<file path="config.mk">
export PLATFORM = sky130hd
export DESIGN_NAME = sales_sender
export DESIGN_NICKNAME = d
export VERILOG_FILES = /design/src/rtl/sales_sender.sv
export SDC_FILE = /design/constraint.sdc
export NUM_CORES = 1
export LEC_CHECK = 0
export BUFFER_PORTS_ARGS = -buffer_cell sky130_fd_sc_hd__clkbuf_2
export CAP_MARGIN = 20
export CORE_MARGIN = 2
export CORE_UTILIZATION = 35
export DETAILED_ROUTE_END_ITERATION = 8
export GPL_TIMING_DRIVEN = 0
export PLACE_DENSITY = 0.55
export SYNTH_ARGS = -nofsm -noshare
export SYNTH_HDL_FRONTEND = slang
export SYNTH_SLANG_ARGS = --single-unit
</file>
<file path="constraint.sdc">
create_clock -name clk -period 3.4 [get_ports clk]
set_input_delay 0.17 -clock clk [delete_from_list [all_inputs] [get_ports clk]]
set_output_delay 0.17 -clock clk [all_outputs]
set_load 0.03 [all_outputs]
</file>
<file path="src/rtl/sales_sender.sv">
// sales_sender: queues (price, num) sales records in a DEPTH-entry FIFO and
// presents them one per cycle on registered outputs to an averaging consumer.
// Records with num == 0 complete their handshake but are dropped.
// Outputs are zeroed on every cycle nothing pops, so each record is counted once.
//
// Optional feature: define SALES_SENDER_CNT_EN to add the sent_cnt[15:0]
// output counting emitted records (wraps at 65535, unaffected by flush).
//
// Handshake: a record transfers on a rising edge where in_valid && in_ready.
// in_ready is combinational from the registered occupancy, flush and rst, and
// never depends on in_valid. Upstream must hold its record stable until taken.
module sales_sender #(
  parameter int DEPTH = 4
) (
  input  logic        clk,
  input  logic        rst,
  input  logic        in_valid,
  output logic        in_ready,
  input  logic [31:0] in_price,
  input  logic [31:0] in_num,
  input  logic        hold,
  input  logic        flush,
  output logic [31:0] out_price,
  output logic [31:0] out_num,
  output logic        out_valid,
  output logic        busy,
  output logic [1:0]  dbg_state
`ifdef SALES_SENDER_CNT_EN
  ,
  output logic [15:0] sent_cnt
`endif
);

  localparam int AW = (DEPTH > 1) ? $clog2(DEPTH) : 1;
  localparam int CW = AW + 1;
  localparam logic [CW-1:0] FULL_CNT = CW'(DEPTH);
  localparam logic [CW-1:0] ONE_CNT  = CW'(1);

  typedef enum logic [1:0] {
    S_IDLE  = 2'd0,
    S_SEND  = 2'd1,
    S_FLUSH = 2'd2
  } state_t;

  state_t          r_state;
  state_t          w_next_state;

  logic [63:0]     r_mem [DEPTH];
  logic [AW-1:0]   r_wr_ptr;
  logic [AW-1:0]   r_rd_ptr;
  logic [CW-1:0]   r_count;

  logic [31:0]     r_out_price;
  logic [31:0]     r_out_num;
  logic            r_out_valid;

  logic            w_push;
  logic            w_store;
  logic            w_pop;
  logic            w_busy;

  // Acceptance is blocked in reset, when full, and during a flush request.
  assign in_ready = !rst && (r_count != FULL_CNT) && !flush;
  assign w_push   = in_valid && in_ready;
  // A zero-quantity record is consumed but contributes nothing downstream.
  assign w_store  = w_push && (in_num != 32'd0);
  // Flush wins over a pop in the same cycle, so the popped record is lost too.
  assign w_pop    = (r_state == S_SEND) && !hold && !flush && (r_count != '0);

  // State register.
  always_ff @(posedge clk or posedge rst) begin
    if (rst) begin
      r_state <= S_IDLE;
    end else begin
      r_state <= w_next_state;
    end
  end

  // Next-state logic: IDLE means empty, SEND means at least one entry queued.
  always_comb begin
    w_next_state = r_state;
    if (flush) begin
      w_next_state = S_FLUSH;
    end else begin
      case (r_state)
        S_IDLE: begin
          if (w_store) w_next_state = S_SEND;
        end
        S_SEND: begin
          if (w_pop && !w_store && (r_count == ONE_CNT)) w_next_state = S_IDLE;
        end
        S_FLUSH: begin
          // The queue is empty here; a record taken this cycle starts sending.
          w_next_state = w_store ? S_SEND : S_IDLE;
        end
        default: w_next_state = S_IDLE;
      endcase
    end
  end

  // State-decoded outputs.
  always_comb begin
    w_busy    = (r_state == S_SEND) || (r_state == S_FLUSH);
    dbg_state = r_state;
  end

  assign busy = w_busy;

  // Occupancy and pointers; pointers wrap naturally since DEPTH is a power of two.
  always_ff @(posedge clk or posedge rst) begin
    if (rst) begin
      r_count  <= '0;
      r_wr_ptr <= '0;
      r_rd_ptr <= '0;
    end else if (flush) begin
      r_count  <= '0;
      r_wr_ptr <= '0;
      r_rd_ptr <= '0;
    end else begin
      if (w_store) r_wr_ptr <= r_wr_ptr + 1'b1;
      if (w_pop)   r_rd_ptr <= r_rd_ptr + 1'b1;
      case ({w_store, w_pop})
        2'b10:   r_count <= r_count + ONE_CNT;
        2'b01:   r_count <= r_count - ONE_CNT;
        default: r_count <= r_count;
      endcase
    end
  end

  // FIFO storage write; contents are not reset, only pointers qualify them.
  always_ff @(posedge clk) begin
    if (w_store) begin
      r_mem[r_wr_ptr] <= {in_price, in_num};
    end
  end

  // Registered output stage: a popped record for one cycle, otherwise all zero.
  always_ff @(posedge clk or posedge rst) begin
    if (rst) begin
      r_out_price <= '0;
      r_out_num   <= '0;
      r_out_valid <= 1'b0;
    end else if (w_pop) begin
      r_out_price <= r_mem[r_rd_ptr][63:32];
      r_out_num   <= r_mem[r_rd_ptr][31:0];
      r_out_valid <= 1'b1;
    end else begin
      r_out_price <= '0;
      r_out_num   <= '0;
      r_out_valid <= 1'b0;
    end
  end

  assign out_price = r_out_price;
  assign out_num   = r_out_num;
  assign out_valid = r_out_valid;

`ifdef SALES_SENDER_CNT_EN
  logic [15:0] r_sent_cnt;

  // Emitted-record counter; only reset clears it, flush leaves it alone.
  always_ff @(posedge clk or posedge rst) begin
    if (rst) begin
      r_sent_cnt <= '0;
    end else if (w_pop) begin
      r_sent_cnt <= r_sent_cnt + 16'd1;
    end
  end

  assign sent_cnt = r_sent_cnt;
`endif

endmodule

</file>
==> results of run 1 <==
-- kinds of logic (layout without fill, tap and decap cells) --
| kind of cell | Yosys count | after routing | synth area share [%] |
|---|---|---|---|
| xor+xnor | 4 | 4 | 0.291 |
| compound gates | 10 | 10 | 0.707 |
| fa+ha+maj | 11 | 11 | 1.14 |
| buf+inv | 35 | 308 | 1.37 |
| flops | 330 | 330 | 79.2 |
| simple gates | 100 | 100 | 5.01 |
| mux | 67 | 67 | 12.2 |
-- worst max path at each step --
stage / from / to / slack, ns / cells past startpoint
6_report: r_count[0]$_DFFE_PP0P_ / r_mem[0][1]$_DFFE_PP_ / 0.53 / 8
5_1_grt: r_count[0]$_DFFE_PP0P_ / r_mem[0][61]$_DFFE_PP_ / 0.36 / 8
4_1_cts: r_count[0]$_DFFE_PP0P_ / r_mem[0][1]$_DFFE_PP_ / 0.52 / 8
3_5_place_dp: r_count[0]$_DFFE_PP0P_ / r_mem[1][9]$_DFFE_PP_ / 0.56 / 8
3_3_place_gp: rst / out_num[13]$_DFF_PP0_ / -0.29 / 2
2_1_floorplan: r_count[0]$_DFFE_PP0P_ / r_mem[0][0]$_DFFE_PP_ / 0.12 / 7
-- power groups by stage --
stage	sequential (µW)	clock (µW)	combinational, µW
after detailed placement	4500	0	216
after global placement	4500	0	192
after CTS	4410	4180	279
after global routing	4420	4340	301
after floorplan	4500	0	85.7
final	4410	4060	273
-- routing by layer --
metal,GRT usage [%],up-vias,wire length [µm]
li1,-,2689,-
met1,18.7,3118,11000
met2,24.8,144,12700
met3,2.91,35,1120
met4,3.52,0,408
met5,0,-,0
-- stage by stage --
step	utilization, %	power, µW	hold slack, ns	instance area, µm²
6_report	45.6	8750	0.134	15400
5_1_grt	45.6	9060	0.131	15400
4_1_cts	45.6	8870	0.111	15400
3_5_place_dp	39.9	4710	0.170	13400
3_3_place_gp	39.4	4690	0.384	13300
2_1_floorplan	-	4590	0.269	12000
-- layout make-up --
type                       count  area, µm²  share of cell area, %
tap                          448        561                   3.65
buffer                        24        123                  0.799
sequential                   330       9540                   62.1
timing repair buffer         207       1480                   9.63
clock inverter                15        233                   1.52
inverter                      11       45.0                  0.293
clock buffer                  51       1030                   6.70
multi-input combinational    192       2340                   15.3
-- worst min-delay path: cells and delay by family --
family / cells / cell delay [ns]
buf+inv: 1 / 0.12
simple gates: 2 / 0.23
compound gates: 1 / 0.08
-- state kept, by name (all words and copies together) (netlist names) --
signal / count
r_count: 3
r_mem: 256
out_valid: 1
r_wr_ptr: 2
out_num: 32
out_price: 32
dbg_state: 2
r_rd_ptr: 2
-- cells in the final DEF, fill, tap and decap left out, drive strengths merged, types with 2 or more instances in the layout --
master	count
and2	68
buf	22
bufinv	6
clkbuf	194
clkinv	7
dfrtp	74
dlygate4sd3	66
edfxtp	256
ha	11
inv	12
mux2	2
mux4	64
nand2	8
nand3	2
nand4	2
nor2	5
nor2b	2
nor4	9
o211ai	3
xnor2	3
-- timing repair --
action	in CTS	in global routing
endpoints found under the hold margin	283	0
hold buffers	66	0
setup endpoints to repair	0	0
==> summary.md, run 1 <==
| Metric | Value |
|---|---|
| Outcome | `finished, final reports clean` |
| Fmax | `349 MHz` |
| Leakage power | `0.00572 µW` |
| Slowest CP cell | `a211oi_1` |
| RSZ-0062 raised after global routing | `false` |
| Clk sink count | `330` |
| Synth area leader | `edfxtp_1` |
| Worst hold path class | `primary input to flip-flop` |
| Slew Limit Fails | `0` |
| Syn Std Cell Area | `12000 µm²` |
| Setup Skew | `0.0229 ns` |
| CP Max Fanout | `46` |
| Synth top area cells | `edfxtp_1 (64%), dfrtp_1 (15%), mux4_2 (12%)` |
| R2R Path Start | `r_count[0]$_DFFE_PP0P_` |
| Worst Min Path Start | `hold` |
| Layout cell share with drive strength beyond 1 | `34.8%` |
| Synthesized Nets | `637` |
| DR pass1 iterations | `4` |
| Die Footprint | `35900 µm²` |
| Fin crit period | `2.87 ns` |
| Detailed placement HPWL | `15300 µm` |
| Placer congestion estimate | `0.699` |
| Post-synth EDFFs | `256` |
| Top-count cell post-synth | `edfxtp_1` |
| CP peak stage delay | `0.43 ns` |
| Global-route wire length before repair | `38500 µm` |
| Worst-Skew Late Latency | `0.51 ns` |
| R2r setup slk | `0.53 ns` |
| Vias | `5986` |
| DRT antenna net count | `0` |
| Pin count of the biggest net entering global routing | `57` |
| Worst-path cell chain | `inv_1 -> ha_1 -> a211oi_1 -> o211a_1 -> buf_6 -> buf_2 -> and2_4 -> buf_16` |
| CP required | `3.57 ns` |
| Pre-CTS worst setup slack | `0.563 ns` |
| Area growth syn-to-layout | `27.5%` |
| # fillers | `2932` |
| WS Path Type | `flip-flop to flip-flop` |
| Synth async-reset ratio | `22.4%` |
| Slew @ Worst Pin | `0.737 ns` |
| Setup WS post-layout | `0.534 ns` |
| Num rows | `67` |
| H-tree Lvls | `2` |
| Int Power | `7100 µW` |
| Avg WL per Cell | `19.7 µm` |
| Die Ht | `189 µm` |
| Cell family with most CP delay | `buffers and inverters` |
| Core Region | `33700 µm²` |
| Final nets | `882` |
| Clock power frac | `46.4%` |
| Hold Path Sink | `r_count[1]$_DFFE_PP0P_` |
| Yosys reg bits | `330` |
| Placed cells | `1146` |
| Diode count | `0` |
| CP arrival | `3.03 ns` |
| Vias in the first global route | `6672` |
| Port bufs | `136` |
| Commonest cells in the synthesized netlist | `edfxtp_1 (256), dfrtp_1 (74), and2_1 (68)` |
| DRC viols | `0` |
| Yosys warning count | `0` |
| CP Launch Type | `flip-flop` |
| Gr usage total | `14.4%` |
| CTS tree | `done` |
| Final number of setup-violating endpoints | `0` |
| CTS clk-pin slew, worst paths | `0.06 ns` |
| Final hold violation count | `0` |
| Sum of negative setup slack | `0 ns` |
| I/O Pins | `138` |
| Flop pwr share | `50.5%` |
| Ys flop type | `edfxtp_1` |
| Vias per inst | `4.68` |
| Die Wd | `189 µm` |
| Max Cap Violations | `0` |
| R2R cell count | `8` |
| Synth cell types | `36` |
| Resize count post-CTS | `0` |
| DR iter-0 viols | `311` |
| Combinational fraction of design power | `3.1%` |
| P_sw | `1650 µW` |
| Worst Hold Depth | `4` |
| Power density cells | `570 nW/µm²` |
| CTS max path bufs | `3` |
| Switching Share | `18.9%` |
| CP endpoint kind | `flip-flop` |
| WL final | `25200 µm` |
| Area share of the leading cell type in the synthesized netlist | `63.9%` |
| Clock root cell | `clkbuf_16` |
| Post CTS Setup Buffer Count | `0` |
| Peak VDD IR | `0.288 mV` |
| WP buf/inv | `4` |
| Non-filler cells, final | `1278` |
| Slew HR | `50.9%` |
| Synth Instances | `557` |
| Clock buffer count from CTS | `36` |
| Overflow after GRT | `0` |
| Final Cycle Share | `84.3%` |
| Initial antenna violation count | `0` |
| Starting Density | `35.7%` |
| Post-synthesis sequential area ratio | `79.2%` |
| Syn avg cell area | `21.6 µm²` |
| R2r endpoint | `r_mem[0][1]$_DFFE_PP_` |
Power figures use the tool's default switching activity.
==> inputs of run 2 (changes only) <==
--- a/config.mk
+++ b/config.mk
@@ -5,13 +5,14 @@
 export SDC_FILE = /design/constraint.sdc
 export NUM_CORES = 1
 export LEC_CHECK = 0
+export ABC_AREA = 1
 export BUFFER_PORTS_ARGS = -buffer_cell sky130_fd_sc_hd__clkbuf_2
 export CAP_MARGIN = 20
 export CORE_MARGIN = 2
 export CORE_UTILIZATION = 35
 export DETAILED_ROUTE_END_ITERATION = 8
 export GPL_TIMING_DRIVEN = 0
-export PLACE_DENSITY = 0.55
+export PLACE_DENSITY = 0.53
 export SYNTH_ARGS = -nofsm -noshare
 export SYNTH_HDL_FRONTEND = slang
 export SYNTH_SLANG_ARGS = --single-unit
==> constraint.sdc (replaced) <==
create_clock -name clk -period 2.9 [get_ports clk]
set_input_delay 0.145 -clock clk [delete_from_list [all_inputs] [get_ports clk]]
set_output_delay 0.145 -clock clk [all_outputs]
set_load 0.03 [all_outputs]
==> summary.md, run 2 <==
| Metric | Value |
|---|---|
| Die Ht | `192 µm` |
| Core Region | `34600 µm²` |
| Fmax | `375 MHz` |
| Slew HR | `36.7%` |
| Non-filler cells, final | `1697` |
| Placed cells | `1561` |
| I/O Pins | `138` |
| Peak VDD IR | `0.392 mV` |
| Slew @ Worst Pin | `0.947 ns` |
| CP Launch Type | `primary input` |
| Clock buffer count from CTS | `37` |
| Clock root cell | `clkbuf_16` |
| Vias | `7939` |
| Commonest cells after routing, fill and taps aside | `nor2_1 (272), edfxtp_1 (256), clkbuf_2 (137)` |
| Area growth syn-to-layout | `28.3%` |
| Yosys warning count | `0` |
| Port bufs | `137` |
| Global-route wire length before repair | `45300 µm` |
| Gr usage total | `16.4%` |
| Area share of the leading cell type in the synthesized netlist | `62.3%` |
| Overflow after GRT | `0` |
| Synth Instances | `959` |
| Vias per inst | `4.68` |
| Commonest cells in the synthesized netlist | `nor2_1 (276), edfxtp_1 (256), o21ai_0 (129)` |
| Post CTS Setup Buffer Count | `0` |
| Clk sink count | `330` |
| Vias in the first global route | `7979` |
| CP required | `3.10 ns` |
| Num rows | `68` |
| Max Cap Violations | `0` |
| Ys flop type | `edfxtp_1` |
| Layout cell share with drive strength beyond 1 | `20.1%` |
| Largest register by flop count | `r_mem` |
| Slew Limit Fails | `0` |
| Final Cycle Share | `92.0%` |
| Yosys reg bits | `330` |
| CP arrival | `2.87 ns` |
| Fin crit period | `2.67 ns` |
| RSZ-0062 raised after global routing | `false` |
| Post-synthesis sequential area ratio | `77.3%` |
| CP endpoint kind | `flip-flop` |
| Starting Density | `35.7%` |
| DRC viols | `0` |
| CP Max Fanout | `32` |
| Cell Area, Placed | `13900 µm²` |
| Leakage power | `0.00627 µW` |
| DR pass1 iterations | `5` |
| Synth top area cells | `edfxtp_1 (62%), dfrtp_1 (15%), nor2_1 (8.4%)` |
| CTS max path bufs | `3` |
| Syn Std Cell Area | `12300 µm²` |
| R2r setup slk | `0.31 ns` |
| Avg WL per Cell | `17.5 µm` |
| Setup Skew | `0.0120 ns` |
| Power density cells | `672 nW/µm²` |
| Die Wd | `192 µm` |
| Final nets | `1292` |
| Pin count of the biggest net entering global routing | `33` |
| Synth area leader | `edfxtp_1` |
| Final number of setup-violating endpoints | `0` |
| Initial antenna violation count | `2` |
| DR iter-0 viols | `538` |
| Leading cell type in the layout, fill and taps excluded | `nor2_1` |
| Sum of negative setup slack | `0 ns` |
| Die Footprint | `36800 µm²` |
| H-tree Lvls | `2` |
| WS Path Type | `primary input to flip-flop` |
| Placer congestion estimate | `0.726` |
| Number of flip-flops in the largest register | `256` |
| Worst hold slack | `0.129 ns` |
| CTS clk-pin slew, worst paths | `0.06 ns` |
| Top-count cell post-synth | `nor2_1` |
| CTS tree | `done` |
| PnR Total Power | `10600 µW` |
| WL final | `29700 µm` |
| Final Instance Area | `15800 µm²` |
| Synth cell types | `24` |
| Final hold violation count | `0` |
| Worst hold path class | `primary input to flip-flop` |
| Outcome | `finished, final reports clean` |
| DRT antenna net count | `0` |
| Synthesized Nets | `1039` |
| Synth async-reset ratio | `22.4%` |
| Detailed placement HPWL | `18600 µm` |
| Post-synth EDFFs | `256` |
| Syn avg cell area | `12.9 µm²` |
| Worst-Skew Late Latency | `0.51 ns` |
-- run 2: cell count changes after synthesis, sizes merged, moves of 29 or more --
cell	previous run	this run
nor2	5	280
o21ai	0	131
a21oi	0	68
and2	68	2
mux4	64	0
inv	10	39
-- run 2: layer usage --
metal / share of wire [%] / vias to the layer above / global-route usage [%]
met5: 0.044 / - / 0
met4: 2.0 / 2 / 4.73
met3: 5.3 / 57 / 3.09
met2: 46 / 216 / 26.5
met1: 46 / 3840 / 22.5
li1: - / 3824 / -
-- run 2: logic make-up (layout without fill, tap and decap cells) --
logic type	after synthesis	after routing	synth area share [%]
compound gates	199	199	8.10
other cells	0	1	0
fa+ha+maj	11	11	1.11
buf+inv	89	371	2.99
flops	330	330	77.3
simple gates	328	328	10.4
xor+xnor	2	2	0.142
-- run 2: worst paths after layout --
kind	to	depth (start not counted)	startpoint
setup / recovery	r_mem[0][16]$_DFFE_PP_	10	rst
hold / removal	dbg_state[0]$_DFFE_PP0P_	7	in_valid
setup reg to reg	r_mem[0][16]$_DFFE_PP_	8	r_count[0]$_DFFE_PP0P_
hold reg to reg	out_price[18]$_DFF_PP0_	2	r_mem[3][50]$_DFFE_PP_
max in group asynchronous	out_num[17]$_DFF_PP0_	4	rst
min in group asynchronous	out_num[24]$_DFF_PP0_	4	rst
-- run 2: repair_timing --
item / CTS / global route
endpoints found under the setup margin: 0 / 167
resized for setup: 0 / 5
hold buffers: 67 / 0
endpoints found under the hold margin: 278 / 0
-- run 2: area by class of cell --
class	instances	area [µm²]
sequential	330	9540
clock inverter	24	254
fill	3126	18800
tap	455	569
buffer	50	223
multi-input combinational	540	2500
inverter	39	150
antenna	1	2.50
clock buffer	44	1020
timing repair buffer	214	1580
-- run 2: stage by stage --
step / setup WS [ns] / utilization, %
after floorplan: 0.000378 / -
after global placement: -1.68 / 39.4
after detailed placement: -0.263 / 40.0
after CTS: 0.0180 / 45.6
after global routing: 0.0413 / 45.7
final: 0.231 / 45.7
-- run 2: critical path, stage by stage --
cell	delay, ns
dlygate4sd3_1	0.53
clkbuf_2	0.12
clkinvlp_4	0.12
buf_12	0.21
buf_16	0.23
nand3_4	0.11
nor2_4	0.18
nand2_8	0.12
nor2_4	0.74
buf_12	0.28
-- run 2: power breakdown --
group / total (µW) / leakage [µW] / switching (µW) / internal [µW]
Sequential: 5290 / 0.00334 / 36.3 / 5250
Combinational: 506 / 0.00229 / 314 / 192
Clock: 4850 / 0.000645 / 1880 / 2980
==> inputs of run 3 (changes only) <==
--- a/config.mk
+++ b/config.mk
@@ -10,6 +10,7 @@
 export CAP_MARGIN = 20
 export CORE_MARGIN = 2
 export CORE_UTILIZATION = 35
+export CTS_BUF_LIST = sky130_fd_sc_hd__clkbuf_8
 export DETAILED_ROUTE_END_ITERATION = 8
 export GPL_TIMING_DRIVEN = 0
 export PLACE_DENSITY = 0.53
==> summary.md, run 3 (synthesized netlist as in run 2, its figures left out) <==
| Metric | Value |
|---|---|
| CP Launch Type | `primary input` |
| Starting Density | `35.7%` |
| Pre-CTS worst setup slack | `-0.263 ns` |
| Placer congestion estimate | `0.726` |
| R2R cell count | `8` |
| Worst hold path class | `primary input to flip-flop` |
| Clock root cell | `clkbuf_8` |
| Worst Min Path Start | `in_valid` |
| DRC viols | `0` |
| Fin crit period | `2.72 ns` |
| RSZ-0062 raised after global routing | `false` |
| Clk sink count | `330` |
| Worst path most repeated cell | `buf_12` |
| Placed cells | `1561` |
| Fmax | `367 MHz` |
| DR pass1 iterations | `5` |
| CP endpoint kind | `flip-flop` |
| Core Util, Final | `45.5%` |
| R2R Path Start | `r_count[0]$_DFFE_PP0P_` |
| Die Wd | `192 µm` |
| Final Instance Area | `15800 µm²` |
| Vias in the first global route | `8030` |
| Slew @ Worst Pin | `0.949 ns` |
| Worst Hold Depth | `7` |
| Gr usage total | `16.4%` |
| Overflow after GRT | `0` |
| CTS tree | `done` |
| CP arrival | `2.98 ns` |
| Leakage power | `0.00630 µW` |
| Initial antenna violation count | `1` |
| Commonest cells after routing, fill and taps aside | `nor2_1 (272), edfxtp_1 (256), clkbuf_2 (137)` |
| Hold Path Sink | `dbg_state[0]$_DFFE_PP0P_` |
| Final number of setup-violating endpoints | `0` |
| Final Cycle Share | `94.0%` |
| CP required | `3.16 ns` |
| Layout cell share with drive strength beyond 1 | `21.4%` |
| Number of flip-flops in the largest register | `256` |
| Setup Skew | `0.0209 ns` |
| H-tree Lvls | `2` |
| Peak VDD IR | `0.342 mV` |
| Max Cap Violations | `0` |
| WP buf/inv | `7` |
| R2r setup slk | `0.30 ns` |
| R2r endpoint | `r_mem[1][3]$_DFFE_PP_` |
| Power density cells | `641 nW/µm²` |
| Avg WL per Cell | `17.1 µm` |
| DRT antenna net count | `0` |
| DR iter-0 viols | `491` |
| Global-route wire length before repair | `45400 µm` |
| Setup WS post-layout | `0.175 ns` |
| Area growth syn-to-layout | `27.6%` |
| Vias per inst | `4.61` |
| Post CTS Setup Buffer Count | `0` |
| Num rows | `68` |
| WL final | `29700 µm` |
| Vias | `7999` |
| Clock buffer count from CTS | `55` |
| Outcome | `finished, final reports clean` |
| PnR Total Power | `10100 µW` |
| Worst-path cell chain | `dlygate4sd3_1 -> clkbuf_2 -> clkinvlp_4 -> buf_12 -> buf_12 -> buf_12 -> nand3_2 -> nor2_4 -> nand2_4 -> nor2_4 -> buf_12` |
| Detailed placement HPWL | `18600 µm` |
| Slew HR | `36.6%` |
| Pin count of the biggest net entering global routing | `33` |
| Non-filler cells, final | `1734` |
| Slowest CP cell | `nor2_4` |
| I/O Pins | `138` |
| Core Region | `34600 µm²` |
| CP Max Fanout | `32` |
| Largest register by flop count | `r_mem` |
| CTS clk-pin slew, worst paths | `0.06 ns` |
| Final nets | `1311` |
| WS Path Type | `primary input to flip-flop` |
| Die Ht | `192 µm` |
| Worst-Skew Late Latency | `0.58 ns` |
| Slew Limit Fails | `0` |
| Port bufs | `137` |
| Die Footprint | `36800 µm²` |
| CP peak stage delay | `0.75 ns` |
| Cell family with most CP delay | `buffers and inverters` |
| CTS max path bufs | `3` |
| Final hold violation count | `0` |
| Leading cell type in the layout, fill and taps excluded | `nor2_1` |
| Cell Area, Placed | `13900 µm²` |
[run 3: changes by cell type in the layout (fill, tap and decap cells not counted), sizes merged]
cell,before,now
buf,43,45
bufinv,5,3
clkbuf,198,224
clkinv,16,15
clkinvlp,2,3
dlygate4sd3,67,66
inv,40,52
[run 3: per-stage QoR]
step | setup TNS (ns) | hold WS (ns)
final | 0 | 0.0626
after CTS | 0 | 0.0140
after floorplan | 0 | 0.244
after detailed placement | -36.71 | 0.191
after global placement | -421.56 | 0.365
after global routing | 0 | 0.0925
[run 3: where the power goes]
part           leakage, µW  internal, µW  total [µW]  switching, µW
Sequential         0.00334          5260        5290           36.5
Combinational      0.00229           194         508            314
Clock             0.000669          2450        4300           1850
[run 3: cell type report]
type	instances	area (µm²)
antenna	1	2.50
buffer	50	223
clock buffer	70	963
clock inverter	34	233
fill	3144	18900
inverter	39	150
multi-input combinational	540	2480
sequential	330	9540
tap	455	569
timing repair buffer	215	1600
[run 3: worst max path at each step]
stage          from                     end  slack (ns)  cells past startpoint
3_5_place_dp    rst  r_mem[0][16]$_DFFE_PP_       -0.26                      9
4_1_cts         rst   r_mem[0][3]$_DFFE_PP_        0.06                     11
5_1_grt         rst  r_mem[1][48]$_DFFE_PP_       0.003                     11
6_report        rst   r_mem[1][3]$_DFFE_PP_        0.18                     11
3_3_place_gp    rst  r_mem[1][18]$_DFFE_PP_       -1.68                      6
2_1_floorplan   rst   r_mem[0][0]$_DFFE_PP_      0.0004                      5
[run 3: what timing repair did]
| action | in CTS | in global routing |
|---|---|---|
| setup endpoints to repair | 0 | 167 |
| hold endpoints to repair | 306 | 0 |
| hold buffers | 68 | 0 |
| resized for setup | 0 | 2 |
[run 3: routing by layer]
| layer | share of wire [%] | track usage (%) | vias up |
|---|---|---|---|
| met5 | 0 | 0 | - |
| met4 | 2.0 | 4.82 | 0 |
| met3 | 5.9 | 3.27 | 46 |
| met2 | 46 | 26.2 | 230 |
| met1 | 46 | 22.7 | 3853 |
| li1 | - | - | 3870 |
[run 3: tightest hold or removal path: stages]
cell and delay [ns]:
clkbuf_2 0.08, inv_1 0.08, nor2_4 0.06, nand3_1 0.07, a21oi_1 0.06, nand3_1 0.06, nand2_1 0.04
